## config.mk

```make
export PLATFORM = sky130hd
export DESIGN_NAME = perceptron_accumulator_flat
export DESIGN_NICKNAME = d
export VERILOG_FILES = /design/src/rtl/perceptron_pkg.sv /design/src/rtl/perceptron_accumulator_if.sv /design/src/rtl/perceptron_accumulator_sat_add.sv /design/src/rtl/perceptron_accumulator.sv /design/src/flat_wrapper.sv
export SDC_FILE = /design/constraint.sdc
export NUM_CORES = 1
export LEC_CHECK = 0
export BUFFER_PORTS_ARGS = -buffer_cell sky130_fd_sc_hd__buf_2
export CAP_MARGIN = 5
export CORE_ASPECT_RATIO = 0.9
export CORE_UTILIZATION = 45
export DETAILED_ROUTE_END_ITERATION = 10
export SLEW_MARGIN = 40
export SYNTH_ARGS = -nofsm -noshare
export SYNTH_HDL_FRONTEND = slang
export SYNTH_SLANG_ARGS = --single-unit
```

## constraint.sdc

```tcl
create_clock -name clk -period 5.4 [get_ports clk]
set_clock_uncertainty 0.1 [all_clocks]
set_input_delay 1.62 -clock clk [delete_from_list [all_inputs] [get_ports clk]]
set_output_delay 1.62 -clock clk [all_outputs]
set_load 0.02 [all_outputs]
```

## src/rtl/perceptron_pkg.sv

```systemverilog
// Shared definitions for the perceptron accumulate-and-threshold stage.
package perceptron_pkg;

  localparam int PSUM_W_DEF    = 7;
  localparam int ACC_W_DEF     = 12;
  localparam int MAX_BEATS_DEF = 32;
  localparam int CNT_W_DEF     = $clog2(MAX_BEATS_DEF + 1);

  typedef enum logic {
    ACCUM = 1'b0,
    HOLD  = 1'b1
  } acc_state_t;

endpackage

```

## src/rtl/perceptron_accumulator_if.sv

```systemverilog
// Partial-sum input channel and decision output channel of the accumulator.
interface perceptron_accumulator_if
  import perceptron_pkg::*;
#(
  parameter int PSUM_W = PSUM_W_DEF,
  parameter int ACC_W  = ACC_W_DEF
) ();

  logic              psum_valid;
  logic              psum_ready;
  logic [PSUM_W-1:0] psum;
  logic              psum_last;
  logic [ACC_W-1:0]  threshold;
  logic              out_valid;
  logic              out_ready;
  logic              out_fire;
  logic [ACC_W-1:0]  out_sum;
  logic              out_err;

  modport master (
    output psum_valid, psum, psum_last, threshold, out_ready,
    input  psum_ready, out_valid, out_fire, out_sum, out_err
  );

  modport slave (
    input  psum_valid, psum, psum_last, threshold, out_ready,
    output psum_ready, out_valid, out_fire, out_sum, out_err
  );

endinterface

```

## src/rtl/perceptron_accumulator_sat_add.sv

```systemverilog
// Unsigned W-bit adder that clamps to all-ones and flags the carry-out.
module sat_add #(
  parameter int W = 12
) (
  input  logic [W-1:0] a_i,
  input  logic [W-1:0] b_i,
  output logic [W-1:0] sum_o,
  output logic         sat_o
);

  logic [W:0] raw;

  assign raw   = {1'b0, a_i} + {1'b0, b_i};
  assign sat_o = raw[W];
  assign sum_o = raw[W] ? '1 : raw[W-1:0];

endmodule

```

## src/rtl/perceptron_accumulator.sv

```systemverilog
// Accumulates tree partial sums per feature vector and emits a registered
// fire/no-fire decision over a valid/ready handshake.
//
//   state | meaning
//   ACCUM | no result held; awaiting or accumulating a vector
//   HOLD  | decision held on the output until popped
module perceptron_accumulator
  import perceptron_pkg::*;
#(
  parameter int PSUM_W    = PSUM_W_DEF,
  parameter int ACC_W     = ACC_W_DEF,
  parameter int MAX_BEATS = MAX_BEATS_DEF
) (
  input logic                     clk,
  input logic                     rst_n,
  perceptron_accumulator_if.slave bus
);

  localparam int CNT_W = $clog2(MAX_BEATS + 1);

  acc_state_t       state_q, state_d;
  logic             first_q, first_d;
  logic [ACC_W-1:0] acc_q, acc_d;
  logic [ACC_W-1:0] thr_q, thr_d;
  logic [CNT_W-1:0] cnt_q, cnt_d;
  logic             err_q, err_d;
  logic             fire_q, fire_d;
  logic [ACC_W-1:0] sum_q, sum_d;
  logic             oerr_q, oerr_d;

  logic             accept;
  logic             pop;
  logic             forced;
  logic             term;
  logic             sat;
  logic             err_next;
  logic [ACC_W-1:0] add_a;
  logic [ACC_W-1:0] add_b;
  logic [ACC_W-1:0] add_sum;
  logic [ACC_W-1:0] thr_eff;
  logic [CNT_W-1:0] cnt_next;

  assign bus.psum_ready = (state_q == ACCUM) || bus.out_ready;
  assign bus.out_valid  = (state_q == HOLD);
  assign bus.out_fire   = fire_q;
  assign bus.out_sum    = sum_q;
  assign bus.out_err    = oerr_q;

  assign accept = bus.psum_valid && bus.psum_ready;
  assign pop    = bus.out_valid && bus.out_ready;

  // On the first beat the adder sees zero, so the beat simply loads the accumulator.
  assign add_a = first_q ? '0 : acc_q;
  assign add_b = {{(ACC_W - PSUM_W){1'b0}}, bus.psum};

  sat_add #(.W(ACC_W)) u_sat_add (
    .a_i   (add_a),
    .b_i   (add_b),
    .sum_o (add_sum),
    .sat_o (sat)
  );

  assign cnt_next = first_q ? CNT_W'(1) : cnt_q + CNT_W'(1);
  // A vector closed by psum_last on its final allowed beat is a normal end.
  assign forced   = (cnt_next == CNT_W'(MAX_BEATS)) && !bus.psum_last;
  assign term     = accept && (bus.psum_last || forced);
  assign err_next = (first_q ? 1'b0 : err_q) | sat | forced;
  assign thr_eff  = first_q ? bus.threshold : thr_q;

  always_comb begin
    state_d = state_q;
    first_d = first_q;
    acc_d   = acc_q;
    thr_d   = thr_q;
    cnt_d   = cnt_q;
    err_d   = err_q;
    fire_d  = fire_q;
    sum_d   = sum_q;
    oerr_d  = oerr_q;

    case (state_q)
      ACCUM:   if (term) state_d = HOLD;
      HOLD:    if (pop && !term) state_d = ACCUM;
      default: state_d = ACCUM;
    endcase

    if (accept) begin
      acc_d   = add_sum;
      thr_d   = thr_eff;
      cnt_d   = cnt_next;
      err_d   = err_next;
      first_d = term;
    end

    if (term) begin
      sum_d  = add_sum;
      fire_d = (add_sum >= thr_eff);
      oerr_d = err_next;
    end
  end

  always_ff @(posedge clk or negedge rst_n) begin
    if (!rst_n) begin
      state_q <= ACCUM;
      first_q <= 1'b1;
      acc_q   <= '0;
      thr_q   <= '0;
      cnt_q   <= '0;
      err_q   <= 1'b0;
      fire_q  <= 1'b0;
      sum_q   <= '0;
      oerr_q  <= 1'b0;
    end else begin
      state_q <= state_d;
      first_q <= first_d;
      acc_q   <= acc_d;
      thr_q   <= thr_d;
      cnt_q   <= cnt_d;
      err_q   <= err_d;
      fire_q  <= fire_d;
      sum_q   <= sum_d;
      oerr_q  <= oerr_d;
    end
  end

endmodule

```

## src/flat_wrapper.sv

```systemverilog
// flat-port wrapper written by rule: the top's interface ports become plain ports
module perceptron_accumulator_flat import perceptron_pkg::*;
#(
  parameter int PSUM_W    = PSUM_W_DEF,
  parameter int ACC_W     = ACC_W_DEF,
  parameter int MAX_BEATS = MAX_BEATS_DEF
)
  (clk, rst_n, bus_psum_valid, bus_psum, bus_psum_last, bus_threshold, bus_out_ready, bus_psum_ready, bus_out_valid, bus_out_fire, bus_out_sum, bus_out_err);
  perceptron_accumulator_if #(.PSUM_W(PSUM_W), .ACC_W(ACC_W)) bus_i ();
  input logic clk;
  input logic rst_n;
  input wire logic [$bits(bus_i.psum_valid)-1:0] bus_psum_valid;
  input wire logic [$bits(bus_i.psum)-1:0] bus_psum;
  input wire logic [$bits(bus_i.psum_last)-1:0] bus_psum_last;
  input wire logic [$bits(bus_i.threshold)-1:0] bus_threshold;
  input wire logic [$bits(bus_i.out_ready)-1:0] bus_out_ready;
  output wire logic [$bits(bus_i.psum_ready)-1:0] bus_psum_ready;
  output wire logic [$bits(bus_i.out_valid)-1:0] bus_out_valid;
  output wire logic [$bits(bus_i.out_fire)-1:0] bus_out_fire;
  output wire logic [$bits(bus_i.out_sum)-1:0] bus_out_sum;
  output wire logic [$bits(bus_i.out_err)-1:0] bus_out_err;
  assign bus_i.psum_valid = bus_psum_valid;
  assign bus_i.psum = bus_psum;
  assign bus_i.psum_last = bus_psum_last;
  assign bus_i.threshold = bus_threshold;
  assign bus_i.out_ready = bus_out_ready;
  assign bus_psum_ready = bus_i.psum_ready;
  assign bus_out_valid = bus_i.out_valid;
  assign bus_out_fire = bus_i.out_fire;
  assign bus_out_sum = bus_i.out_sum;
  assign bus_out_err = bus_i.out_err;
  perceptron_accumulator #(.PSUM_W(PSUM_W), .ACC_W(ACC_W), .MAX_BEATS(MAX_BEATS)) u_core (.clk(clk), .rst_n(rst_n), .bus(bus_i));
endmodule
```

==> reports/results.ini <==
[grt]
grt_use_total_pct=20.53
grt_first_pass_wirelength_um=10960
grt_pass1_vias=2184
antenna_found_initial=0
grt_max_degree=48
grt_overflow=0

[placement]
dp_hpwl_um=4759
dpl-instance-area_um2=3238
io_buffers=39
place.gp.congestion=0.8296
dp.cells=416

[floorplanning]
die-area_um2=6976
io_pins=40
row_count=27
die_w_um=87.93
initial_core_util_pct=47.85
die_h_um=79.34
core_um2=6250

[power_and_ir_drop]
p_switching_mw=0.6896
power.density_nw_per_um2=498.4
power_frac_comb_pct=49.3
p_seq_share_pct=34.8
netSwitchingFraction_pct=41.26
internal-power_mw=0.9816
peakVddDrop_mv=0.2261
p_leak_nw=1.573
power_frac_clock_pct=15.9

[detailed_routing]
drt-initial-drc-count=62
via_per_inst=5.413
wirelength_um=6559
first_pass_iters=4
drc=0
wl_per_cell_um=15.47
vias=2295
ant_nets=0

[logic_synthesis]
netlist.area_leader.share_pct=38.49
synth_compound_area_share_pct=17.36
synth_top_cell_by_area=dfrtp_1
yosys-top-cells-count=46 x dfrtp_1, 36 x nand2_1, 24 x o21ai_0
syn_avg_cell_area_um2=9.968
seq_area_frac_synth_pct=39.37
async_flop_share_pct=100.0
yosys.area_share.simple_pct=15.65
synthMuxAreaShare_pct=12.85
ys_ff_latch=47
synth_area_um2=2990
synth_edf_count=0
synth-xor-area-share_pct=1.464
synth_ff_type=dfrtp_1
synth_top_family_by_area=compound AO/OA/AOI/OAI gates
yosysUniqueCellTypes=55
yosysWarnings=0
netlist_instances=300
synth.most_common_cell=dfrtp_1
synth_area_leaders=dfrtp_1 38%, ha_1 8.4%, mux2i_1 5.7%
synth_fa_ha_area_share_pct=9.038
syn-num-nets=345

[setup_path]
crit_buf_inv=1
critPathLaunchType=input pin
cp-end-kind=register
path_max_fanout=7
slowest_stage=fa_1
worstPathCellList=buf_2 -> ha_1 -> fa_1 -> a21oi_1 -> o2111ai_2 -> nand3_1 -> nand3_1 -> ha_1 -> a21o_1 -> a21o_1 -> a221o_1 -> a21oi_1 -> mux2i_1
cp_data_required_time_ns=5.47
crit_arrival_ns=4.58
max_stage_delay_ns=0.41
crit_family=compound AO/OA/AOI/OAI gates
path_class=input pin to register

[timing]
worst_pin_slew_ns=0.7163
fmax_mhz=222.1
rsz0062_at_grt=no
finalSetupViolCount=0
whs_ns=0.3862
fin_crit_ns=4.502
hold_viol_final=0
slew_viol_final=0
fin_setup_tns_ns=0
worst_slew_margin_rel_pct=52.24
finalCritPeriodShare_pct=83.38

[clocking]
numCtsBuffers=5
clock_latency_ns=0.30
cts.hold.buffers_added=0
cts_tree=yes
clockRootBuffer=clkbuf_8
htree_levels=2
clk_pin_slew_ns=0.10
clkSinkCount=47
cts_resized=0
post_cts.repair.setup_buffers=0
clockBufferDepth=2

[cells_and_area]
layout-drive-gt1-share_pct=23.74
area_growth_pct=12.13
fin_nets=381
n_antenna_cell=0
finalNonFillerCells=424
final_area_um2=3353

[run]
drv_cap=0

[worst_hold_path]
worstHoldPathType=register to register

[run_status]
status=complete, no violations

[power by group through the flow]
stage	Combinational [mW]	Clock [mW]	Sequential, mW
3_5_place_dp	0.824	0	0.587
6_report	0.824	0.266	0.581
5_1_grt	0.924	0.287	0.603
4_1_cts	0.830	0.275	0.582
2_1_floorplan	0.582	0	0.611
3_3_place_gp	0.812	0	0.585
[layout make-up]
| cell class | count | area (µm²) |
|---|---|---|
| clock buffer | 5 | 68.82 |
| clock inverter | 3 | 46.29 |
| multi-input combinational | 229 | 1685 |
| fill | 568 | 2897 |
| sequential | 47 | 1177 |
| timing repair buffer | 44 | 232.7 |
| tap | 87 | 108.9 |
| inverter | 9 | 33.78 |
[cell usage in the layout (no fill, tap or decap), types with 2 or more instances in the layout]
| master | netlist | final |
|---|---|---|
| o2111ai_2 | 2 | 2 |
| a31oi_1 | 8 | 8 |
| mux2i_1 | 17 | 17 |
| a311oi_1 | 2 | 2 |
| buf_2 | 2 | 39 |
| and2b_1 | 4 | 4 |
| nand4_1 | 2 | 2 |
| nor3b_1 | 3 | 3 |
| a21oi_1 | 12 | 12 |
| nand2_1 | 36 | 36 |
| and3_1 | 3 | 3 |
| mux2_2 | 11 | 11 |
| inv_1 | 9 | 9 |
| ha_1 | 20 | 20 |
| o221ai_1 | 2 | 2 |
| buf_4 | 1 | 5 |
| a211oi_1 | 2 | 2 |
| nor2b_1 | 8 | 8 |
| nor3_1 | 5 | 5 |
| nand3_1 | 6 | 6 |
| o21ai_0 | 24 | 24 |
| xnor2_1 | 4 | 4 |
| o22ai_1 | 2 | 2 |
| nor2_1 | 14 | 14 |
| and4_1 | 2 | 2 |
| mux2_4 | 6 | 6 |
| nand2b_1 | 6 | 6 |
| a41oi_1 | 2 | 2 |
| dfrtp_1 | 46 | 46 |
| o21bai_1 | 2 | 2 |
| o211ai_1 | 3 | 3 |
| clkbuf_8 | 0 | 5 |
| a21o_1 | 3 | 3 |
[cell families (layout without fill, tap and decap cells)]
logic type,count (synthesis),after routing
adder cells (fa/ha/maj),21,21
flip-flops,47,47
multiplexers,34,34
AND/OR/NAND/NOR,93,93
AO/OA/AOI/OAI,76,76
buffers and inverters,24,61
XOR/XNOR,5,5
[worst paths after layout]
kind                                  from                   to  slack (ns)  cells after the start
setup / recovery               bus_psum[0]  u_core.bus.out_fire        0.90                     13
min in group asynchronous            rst_n      u_core.cnt_q[2]        1.30                      2
hold reg to reg            u_core.acc_q[0]      u_core.acc_q[0]        0.39                      2
setup reg to reg            u_core.first_q  u_core.bus.out_fire        1.26                     13
max in group asynchronous            rst_n      u_core.acc_q[9]        3.48                      2
hold / removal             u_core.acc_q[0]      u_core.acc_q[0]        0.39                      2
[registers in the layout (all words and copies together) (netlist names), 6 cells and up]
name                flops
u_core.bus.out_sum     12
u_core.acc_q           12
u_core.thr_q           12
u_core.cnt_q            6
[per-layer routing]
layer | part of all wire [%] | track usage, % | up-vias | wire length [µm]
met3 | 3.5 | 3.326 | 7 | 229
met1 | 50 | 28.84 | 1088 | 3269
met5 | 0 | 0 | - | 0
met2 | 46 | 32.95 | 41 | 2991
li1 | - | - | 1159 | -
met4 | 1.1 | 4.918 | 0 | 69
[through the flow]
stage	utilization, %	setup WS, ns	total power, mW
after CTS	53.65	0.9189	1.687
after global routing	53.65	0.6727	1.813
after global placement	51.81	0.6939	1.397
after detailed placement	51.81	0.5887	1.411
final	53.65	0.8976	1.671
after floorplan	-	1.006	1.193
[worst min-delay path: stages, from the launching register on]
cell and delay, ns:
dfrtp_1 0.35, nand2_1 0.04, o21ai_0 0.06
Note: power is estimated with default switching activity, not from simulation.
